File: config.mk
export PLATFORM = sky130hd
export DESIGN_NAME = gray_counter
export DESIGN_NICKNAME = d
export VERILOG_FILES = /design/src/rtl/gray_pkg.sv /design/src/rtl/gray_to_bin.sv /design/src/rtl/gray_counter.sv
export SDC_FILE = /design/constraint.sdc
export NUM_CORES = 1
export LEC_CHECK = 0
export ABC_AREA = 1
export CAP_MARGIN = 10
export CORE_UTILIZATION = 40
export DETAILED_ROUTE_END_ITERATION = 7
export PLACE_DENSITY = 0.69
export SYNTH_ARGS = -nofsm -noshare
export SYNTH_HDL_FRONTEND = slang
export SYNTH_HIERARCHICAL = 1
export SYNTH_SLANG_ARGS = --single-unit
File: constraint.sdc
create_clock -name clk -period 2.6 [get_ports clk]
set_input_delay 0.39 -clock clk [delete_from_list [all_inputs] [get_ports clk]]
set_output_delay 0.39 -clock clk [all_outputs]
set_load 0.005 [all_outputs]
File: src/rtl/gray_pkg.sv
// Shared Gray-code helpers and width bounds for the gray_counter block.
package gray_pkg;

  localparam int unsigned GRAY_WIDTH_MIN = 2;
  localparam int unsigned GRAY_WIDTH_MAX = 16;

  // Widest supported word; narrower counters zero-extend into it.
  typedef logic [GRAY_WIDTH_MAX-1:0] gray_word_t;

  // Next-state operation selected each cycle (load > en > hold).
  typedef enum logic [1:0] {
    OP_HOLD = 2'd0,
    OP_LOAD = 2'd1,
    OP_INC  = 2'd2,
    OP_DEC  = 2'd3
  } gray_op_e;

  // Binary to reflected Gray code. Zero-extension leaves the result intact.
  function automatic gray_word_t bin_to_gray(input gray_word_t b);
    return b ^ (b >> 1);
  endfunction

  // Gray to binary: each binary bit is the XOR of all Gray bits at or above it.
  function automatic gray_word_t gray_to_bin(input gray_word_t g);
    gray_word_t b;
    b[GRAY_WIDTH_MAX-1] = g[GRAY_WIDTH_MAX-1];
    for (int i = GRAY_WIDTH_MAX - 2; i >= 0; i--) begin
      b[i] = b[i+1] ^ g[i];
    end
    return b;
  endfunction

endpackage

File: src/rtl/gray_to_bin.sv
// Combinational Gray-to-binary converter used on the counter load path.
module gray_to_bin
  import gray_pkg::*;
#(
  parameter int unsigned WIDTH = 4
) (
  input  logic [WIDTH-1:0] gray_i,
  output logic [WIDTH-1:0] bin_o
);

  // Each output bit is the reduction XOR of the Gray bits from the MSB down to
  // that position; written per bit so no bit depends on another output bit.
  for (genvar i = 0; i < WIDTH; i++) begin : g_bit
    assign bin_o[i] = ^gray_i[WIDTH-1:i];
  end

endmodule

File: src/rtl/gray_counter.sv
// Up/down binary counter with a registered Gray-coded mirror, Gray load,
// and selectable wrap-around or saturating terminal behaviour.
module gray_counter
  import gray_pkg::*;
#(
  parameter int unsigned WIDTH = 4,
  parameter bit          WRAP  = 1'b1
) (
  input  logic             clk,
  input  logic             rst_n,
  input  logic             en,
  input  logic             up,
  input  logic             load,
  input  logic [WIDTH-1:0] load_g,
  output logic [WIDTH-1:0] bin_out,
  output logic [WIDTH-1:0] gray_out,
  output logic             wrap,
  output logic             sat
);

  if ((WIDTH < GRAY_WIDTH_MIN) || (WIDTH > GRAY_WIDTH_MAX)) begin : g_bad_width
    $error("gray_counter: WIDTH=%0d is outside the legal range %0d..%0d",
           WIDTH, GRAY_WIDTH_MIN, GRAY_WIDTH_MAX);
  end

  localparam logic [WIDTH-1:0] CNT_MIN = '0;
  localparam logic [WIDTH-1:0] CNT_MAX = '1;
  localparam logic [WIDTH-1:0] CNT_ONE = WIDTH'(1);

  logic [WIDTH-1:0] bin_q,  bin_d;
  logic [WIDTH-1:0] gray_q, gray_d;
  logic             wrap_q, wrap_d;
  logic             sat_q,  sat_d;

  logic [WIDTH-1:0] load_bin;
  gray_op_e         op;
  logic             at_max;
  logic             at_min;
  gray_word_t       gray_wide;

  gray_to_bin #(
    .WIDTH (WIDTH)
  ) u_load_conv (
    .gray_i (load_g),
    .bin_o  (load_bin)
  );

  assign at_max = (bin_q == CNT_MAX);
  assign at_min = (bin_q == CNT_MIN);

  // Resolve the cycle's operation with load taking priority over counting.
  always_comb begin
    op = OP_HOLD;
    if (load) begin
      op = OP_LOAD;
    end else if (en) begin
      op = up ? OP_INC : OP_DEC;
    end
  end

  // Next count, wrap pulse and saturation level for the selected operation.
  always_comb begin
    bin_d  = bin_q;
    wrap_d = 1'b0;
    sat_d  = sat_q;
    unique case (op)
      OP_LOAD: begin
        bin_d = load_bin;
        sat_d = 1'b0;
      end
      OP_INC: begin
        if (at_max) begin
          if (WRAP) begin
            bin_d  = CNT_MIN;
            wrap_d = 1'b1;
            sat_d  = 1'b0;
          end else begin
            sat_d  = 1'b1;
          end
        end else begin
          bin_d = bin_q + CNT_ONE;
          sat_d = 1'b0;
        end
      end
      OP_DEC: begin
        if (at_min) begin
          if (WRAP) begin
            bin_d  = CNT_MAX;
            wrap_d = 1'b1;
            sat_d  = 1'b0;
          end else begin
            sat_d  = 1'b1;
          end
        end else begin
          bin_d = bin_q - CNT_ONE;
          sat_d = 1'b0;
        end
      end
      default: begin
        bin_d = bin_q;
      end
    endcase
  end

  // Gray mirror is computed from the next binary value so gray_out comes
  // straight from a flop and always matches bin_out in the same cycle.
  always_comb begin
    gray_wide = bin_to_gray(gray_word_t'(bin_d));
    gray_d    = gray_wide[WIDTH-1:0];
  end

  // State registers; reset clears everything, including any pending wrap.
  always_ff @(posedge clk or negedge rst_n) begin
    if (!rst_n) begin
      bin_q  <= '0;
      gray_q <= '0;
      wrap_q <= 1'b0;
      sat_q  <= 1'b0;
    end else begin
      bin_q  <= bin_d;
      gray_q <= gray_d;
      wrap_q <= wrap_d;
      sat_q  <= sat_d;
    end
  end

  assign bin_out  = bin_q;
  assign gray_out = gray_q;
  assign wrap     = wrap_q;
  assign sat      = sat_q;

endmodule

==> impl_metrics.ini, run 1 <==
[route]
drc = 0
dr.pass1.iters = 4
ant_nets = 0
vias = 658
wirelength_um = 1380
drt_iter0_drc = 17
routedWlPerCell_um = 10.0
vias_per_cell = 4.77

[die]
start_util_pct = 43.7
fp.dieH_um = 43.0
die_w_um = 43.0
die_area_mm2 = 0.00185
fp-row-count = 14
coreArea_mm2 = 0.00154
io_pins = 19

[power]
clkPwrFrac_pct = 21.8
p_comb_share_pct = 39.8
irDropWorstVdd_mv = 0.329
p_int_mw = 0.283
power_density_mw_per_mm2 = 502
sw_frac_of_total_pct = 34.7
switching_power_mw = 0.150
p_leak_nw = 0.449
pwr-share-seq_pct = 38.4

[setup_path]
r2r-start = bin_out[0]$_DFF_PN0_
critPathBufInv = 1
worstPathRequired_ns = 2.21
crit_type = reg2out
cp_top_family = buffers and inverters
worst_path_max_delay_cell = clkdlybuf4s50_1
reg2reg_to = gray_out[0]$_DFF_PN0_
rr_worst_depth = 8
crit_path_max_fanout = 8
startpoint_type = flip-flop
cp.arrival_ns = 1.31
max_stage_delay_ns = 0.56
r2r_slack_ns = 0.98
worstPathCellList = clkdlybuf4s50_1
end_kind = primary output

[outcome]
status = completed

[cts]
htree_levels = 1
cts_resized = 0
post_cts_buffers = 0
ctsHoldBuffers = 0
clk_latency_ns = 0.25
numCtsBuffers = 3
clk_pin_slew_ns = 0.05
clock_path_buffers = 2
root_buffer = clkbuf_4
cts.sinks = 8
tritoncts = yes

[global_route]
grt_pass1_vias = 573
grt_use_total_pct = 18.0
grt_start_max_net_pins = 9
antenna_found_initial = 0
overflow = 0
grt_pass1_wl_um = 2500

[final_layout]
syn2layout_area_growth_pct = 28.3
num_antenna_cells = 0
nNetsFinal = 135
drive_gt1_share_pct = 16.4

[placed_design]
gp_congestion = 0.726
place_ws_ns = 0.736
portBuffers = 17
hpwl_um = 1110

[synthesis]
syn_nets = 116
yosysSeqAreaShare_pct = 29.7
synthCells = 105
async_flop_share_pct = 100
avgSynthCellArea_um2 = 6.41
synthTopCellsByArea = dfrtp_1 30%, nand2_1 22%, inv_1 6.7%
yosysTopAreaCell = dfrtp_1
ys_types = 20
ys_ff_latch = 8
synth_edf_count = 0
netlist.area_leader.share_pct = 29.7
syn_area_um2 = 673
yosysWarnings = 6
ys.flop_type = dfrtp_1

[timing]
rsz0062_at_grt = no
fin_crit_ns = 1.70
fmax_ghz = 0.587
holdWs_ns = 0.418
setup_ws_ns = 0.896
finalSetupViolCount = 0
period_share_pct = 65.5
finClkSkew_ns = 0.00502
slew_viol_final = 0
finalSetupTns_ns = 0
hold_viol_final = 0

[min_path]
hold_path.class = in2async

[run]
drv_cap = 0
[cells in the mapped netlist, types with 2 or more instances]
cell type  instances
nand3_1            8
dfrtp_1            8
a21oi_1            4
nor2_4             2
nor2_2             4
inv_1             12
inv_2              5
nor2_1             7
nand2_2            3
nand2_1           39
buf_4              3
ha_1               2
[area by class of cell]
cell class | count | area [µm²]
Inverter | 17 | 63.8
Clock buffer | 3 | 22.5
Tap cell | 16 | 20.0
Fill cell | 149 | 678
Sequential cell | 8 | 200
Multi-Input combinational cell | 77 | 387
Timing Repair Buffer | 17 | 170
[per-layer routing]
layer  GRT usage (%)  up-vias  wire length, µm
li1                -      355                -
met1            26.1      285              680
met2            26.7       18              618
met3            6.81        0               83
met4            1.82        0                0
met5               0        -                0
[sequential cells by signal, summed over array words and instances (netlist names)]
signal,cells
gray_out,3
wrap,1
bin_out,4
[kinds of logic after synthesis]
group	synth area share [%]
simple gates	47.4
compound gates	4.46
fa+ha+maj	3.72
flops	29.7
other cells	0.557
buf+inv	12.8
xor+xnor	1.30
[placed cells by master (no fill, tap or decap), drive strengths merged]
| cell | Yosys | routed |
|---|---|---|
| o21ai | 2 | 2 |
| nor2 | 13 | 13 |
| nand4 | 2 | 2 |
| xnor2 | 1 | 1 |
| ha | 2 | 2 |
| a21oi | 4 | 4 |
| clkdlybuf4s50 | 0 | 17 |
| nand3b | 1 | 1 |
| conb | 1 | 1 |
| nand2 | 42 | 42 |
| dfrtp | 8 | 8 |
| inv | 17 | 17 |
| clkbuf | 0 | 3 |
| nand3 | 9 | 9 |
[stage by stage]
step	power [mW]	cell area (µm²)	cells	utilization, %
floorplan	0.265	673	105	-
global placement	0.337	841	135	54.5
detailed placement	0.340	841	135	54.5
CTS	0.440	863	138	56.0
global route	0.473	863	138	56.0
finish	0.433	863	138	56.0
[worst max-delay path by stage]
stage / start / end / slack [ns] / depth (start not counted)
after floorplan: bin_out[0]$_DFF_PN0_ / gray_out[0]$_DFF_PN0_ / 1.23 / 10
after global placement: load / gray_out[0]$_DFF_PN0_ / 0.76 / 9
after detailed placement: load_g[3] / gray_out[0]$_DFF_PN0_ / 0.74 / 12
after CTS: bin_out[2]$_DFF_PN0_ / bin_out[2] / 0.91 / 1
after global routing: bin_out[0]$_DFF_PN0_ / gray_out[0]$_DFF_PN0_ / 0.84 / 9
final: bin_out[2]$_DFF_PN0_ / bin_out[2] / 0.90 / 1
[power groups by stage]
stage,registers (mW),logic [mW],clock network (mW)
after floorplan,0.166,0.0983,0
after global placement,0.167,0.171,0
after detailed placement,0.168,0.173,0
after CTS,0.166,0.174,0.100
after global routing,0.169,0.196,0.107
final,0.166,0.172,0.0946
Note: power is estimated with default switching activity, not from simulation.
==> inputs of run 2 (changes only) <==
--- a/config.mk
+++ b/config.mk
@@ -9,7 +9,7 @@
 export CAP_MARGIN = 10
 export CORE_UTILIZATION = 40
 export DETAILED_ROUTE_END_ITERATION = 7
-export PLACE_DENSITY = 0.69
+export PLACE_DENSITY = 0.71
 export SYNTH_ARGS = -nofsm -noshare
 export SYNTH_HDL_FRONTEND = slang
 export SYNTH_HIERARCHICAL = 1
==> constraint.sdc (replaced) <==
create_clock -name clk -period 1.4 [get_ports clk]
set_input_delay 0.21 -clock clk [delete_from_list [all_inputs] [get_ports clk]]
set_output_delay 0.21 -clock clk [all_outputs]
set_load 0.005 [all_outputs]
==> impl_metrics.ini, run 2 (synthesis gave the netlist of run 1 again) <==
[final_layout]
seq_area_um2 = 203
final_common_cell = nand2_1
nNetsFinal = 148
multi_input_area_um2 = 485
instances_no_fill = 151
num_antenna_cells = 0
fillCellCount = 125
largest_reg_flops = 4
final_cell_mix = 35 x nand2_1, 12 x clkdlybuf4s50_1, 10 x inv_1
syn2layout_area_growth_pct = 59.1
drive_gt1_share_pct = 37.0
utilization_pct = 69.5

[die]
fp.dieH_um = 43.0
die_area_mm2 = 0.00185
io_pins = 19
fp-row-count = 14
coreArea_mm2 = 0.00154
start_util_pct = 43.7
die_w_um = 43.0

[route]
dr.pass1.iters = 4
vias = 723
ant_nets = 0
drc = 0
vias_per_cell = 4.79
wirelength_um = 1660
drt_iter0_drc = 18
routedWlPerCell_um = 11.0

[setup_path]
cp-startpoint = bin_out[1]$_DFF_PN0_
crit_type = reg2reg
crit_path_max_fanout = 4
startpoint_type = flip-flop
rr_worst_depth = 10
end_kind = flip-flop
reg2reg_to = gray_out[0]$_DFF_PN0_
r2r-start = bin_out[1]$_DFF_PN0_
worstPathRequired_ns = 1.54
cp.arrival_ns = 1.55
r2r_slack_ns = -0.009

[cts]
htree_levels = 1
cts.sinks = 8
clock_path_buffers = 2
clk_pin_slew_ns = 0.05
root_buffer = clkbuf_4
ctsHoldBuffers = 0
clk_latency_ns = 0.25
numCtsBuffers = 3
tritoncts = yes

[timing]
slew_viol_final = 0
hold_viol_final = 0
holdWs_ns = 0.231
setup_ws_ns = -0.00948
finClkSkew_ns = 0.00445
finalSetupViolCount = 2
rsz0062_at_grt = yes
fmax_ghz = 0.709
period_share_pct = 101
fin_crit_ns = 1.41

[placed_design]
hpwl_um = 1140
dp_cells = 142
gp_congestion = 0.786
place_ws_ns = -0.287
portBuffers = 17

[power]
report.power.total_mw = 0.960
power_density_mw_per_mm2 = 897
irDropWorstVdd_mv = 0.677
p_leak_nw = 0.552

[global_route]
grt_start_max_net_pins = 9
grt_pass1_wl_um = 2580
antenna_found_initial = 0
grt_use_total_pct = 18.2
overflow = 0
grt_pass1_vias = 654

[min_path]
hold_path.class = in2async

[outcome]
violations = negative setup slack
status = complete, but fails checks

[run]
drv_cap = 0
## run 2: cell count changes in the layout (fill, tap and decap cells not counted), moves of 4 or more
cell             before  now
buf_6                 0    4
dlygate4sd2_1         0    5
nand2_1              39   35
buf_4                 0    9
clkdlybuf4s50_1      17   12
## run 2: report_power, final
group / leakage (nW) / switching [mW] / internal (mW)
sequential: 0.0964 / 0.0340 / 0.270
clock: 0.0138 / 0.0751 / 0.0979
combinational: 0.442 / 0.235 / 0.248
## run 2: how the worst max path moves through the flow
stage | depth (start not counted) | end | slack (ns)
2_1_floorplan | 10 | gray_out[0]$_DFF_PN0_ | 0.03
6_report | 10 | gray_out[0]$_DFF_PN0_ | -0.009
5_1_grt | 10 | gray_out[1]$_DFF_PN0_ | -0.11
3_5_place_dp | 12 | gray_out[0]$_DFF_PN0_ | -0.29
4_1_cts | 8 | gray_out[0]$_DFF_PN0_ | 0.03
3_3_place_gp | 12 | gray_out[0]$_DFF_PN0_ | -0.22
## run 2: critical path, stage by stage (launching register included)
cell and delay, ns:
dfrtp_1 0.41, inv_1 0.11, ha_4 0.20, inv_2 0.09, nand2_2 0.07, nand2_2 0.08, nor2_4 0.05, nor2_4 0.14
inv_2 0.05, nand2_1 0.06, nand2_1 0.04
## run 2: layout make-up
cell class,instances,share of cell area [%]
inverter,17,5.96
timing repair buffer,30,25.8
sequential,8,18.9
multi-input combinational,77,45.3
clock buffer,3,2.10
tap,16,1.87
## run 2: through the flow
step                       TNS, ns  area [µm²]
final                     -0.00949        1070
after global routing        -0.359        1070
after CTS                        0         970
after detailed placement    -0.955         893
after global placement      -0.795         893
after floorplan                  0         673
## run 2: what timing repair did
action	4_1_cts	5_1_grt
gates cloned	0	0
setup buffers	6	0
setup endpoints to repair	8	5
resized for setup	11	23
pin swaps	2	8
## run 2: metal layers
metal | GRT usage, % | up-vias | part of all wire [%]
met1 | 22.5 | 333 | 43
met3 | 5.11 | 0 | 2.3
li1 | - | 380 | -
met2 | 31.5 | 10 | 54
met4 | 3.64 | 0 | 0
met5 | 0 | - | 0
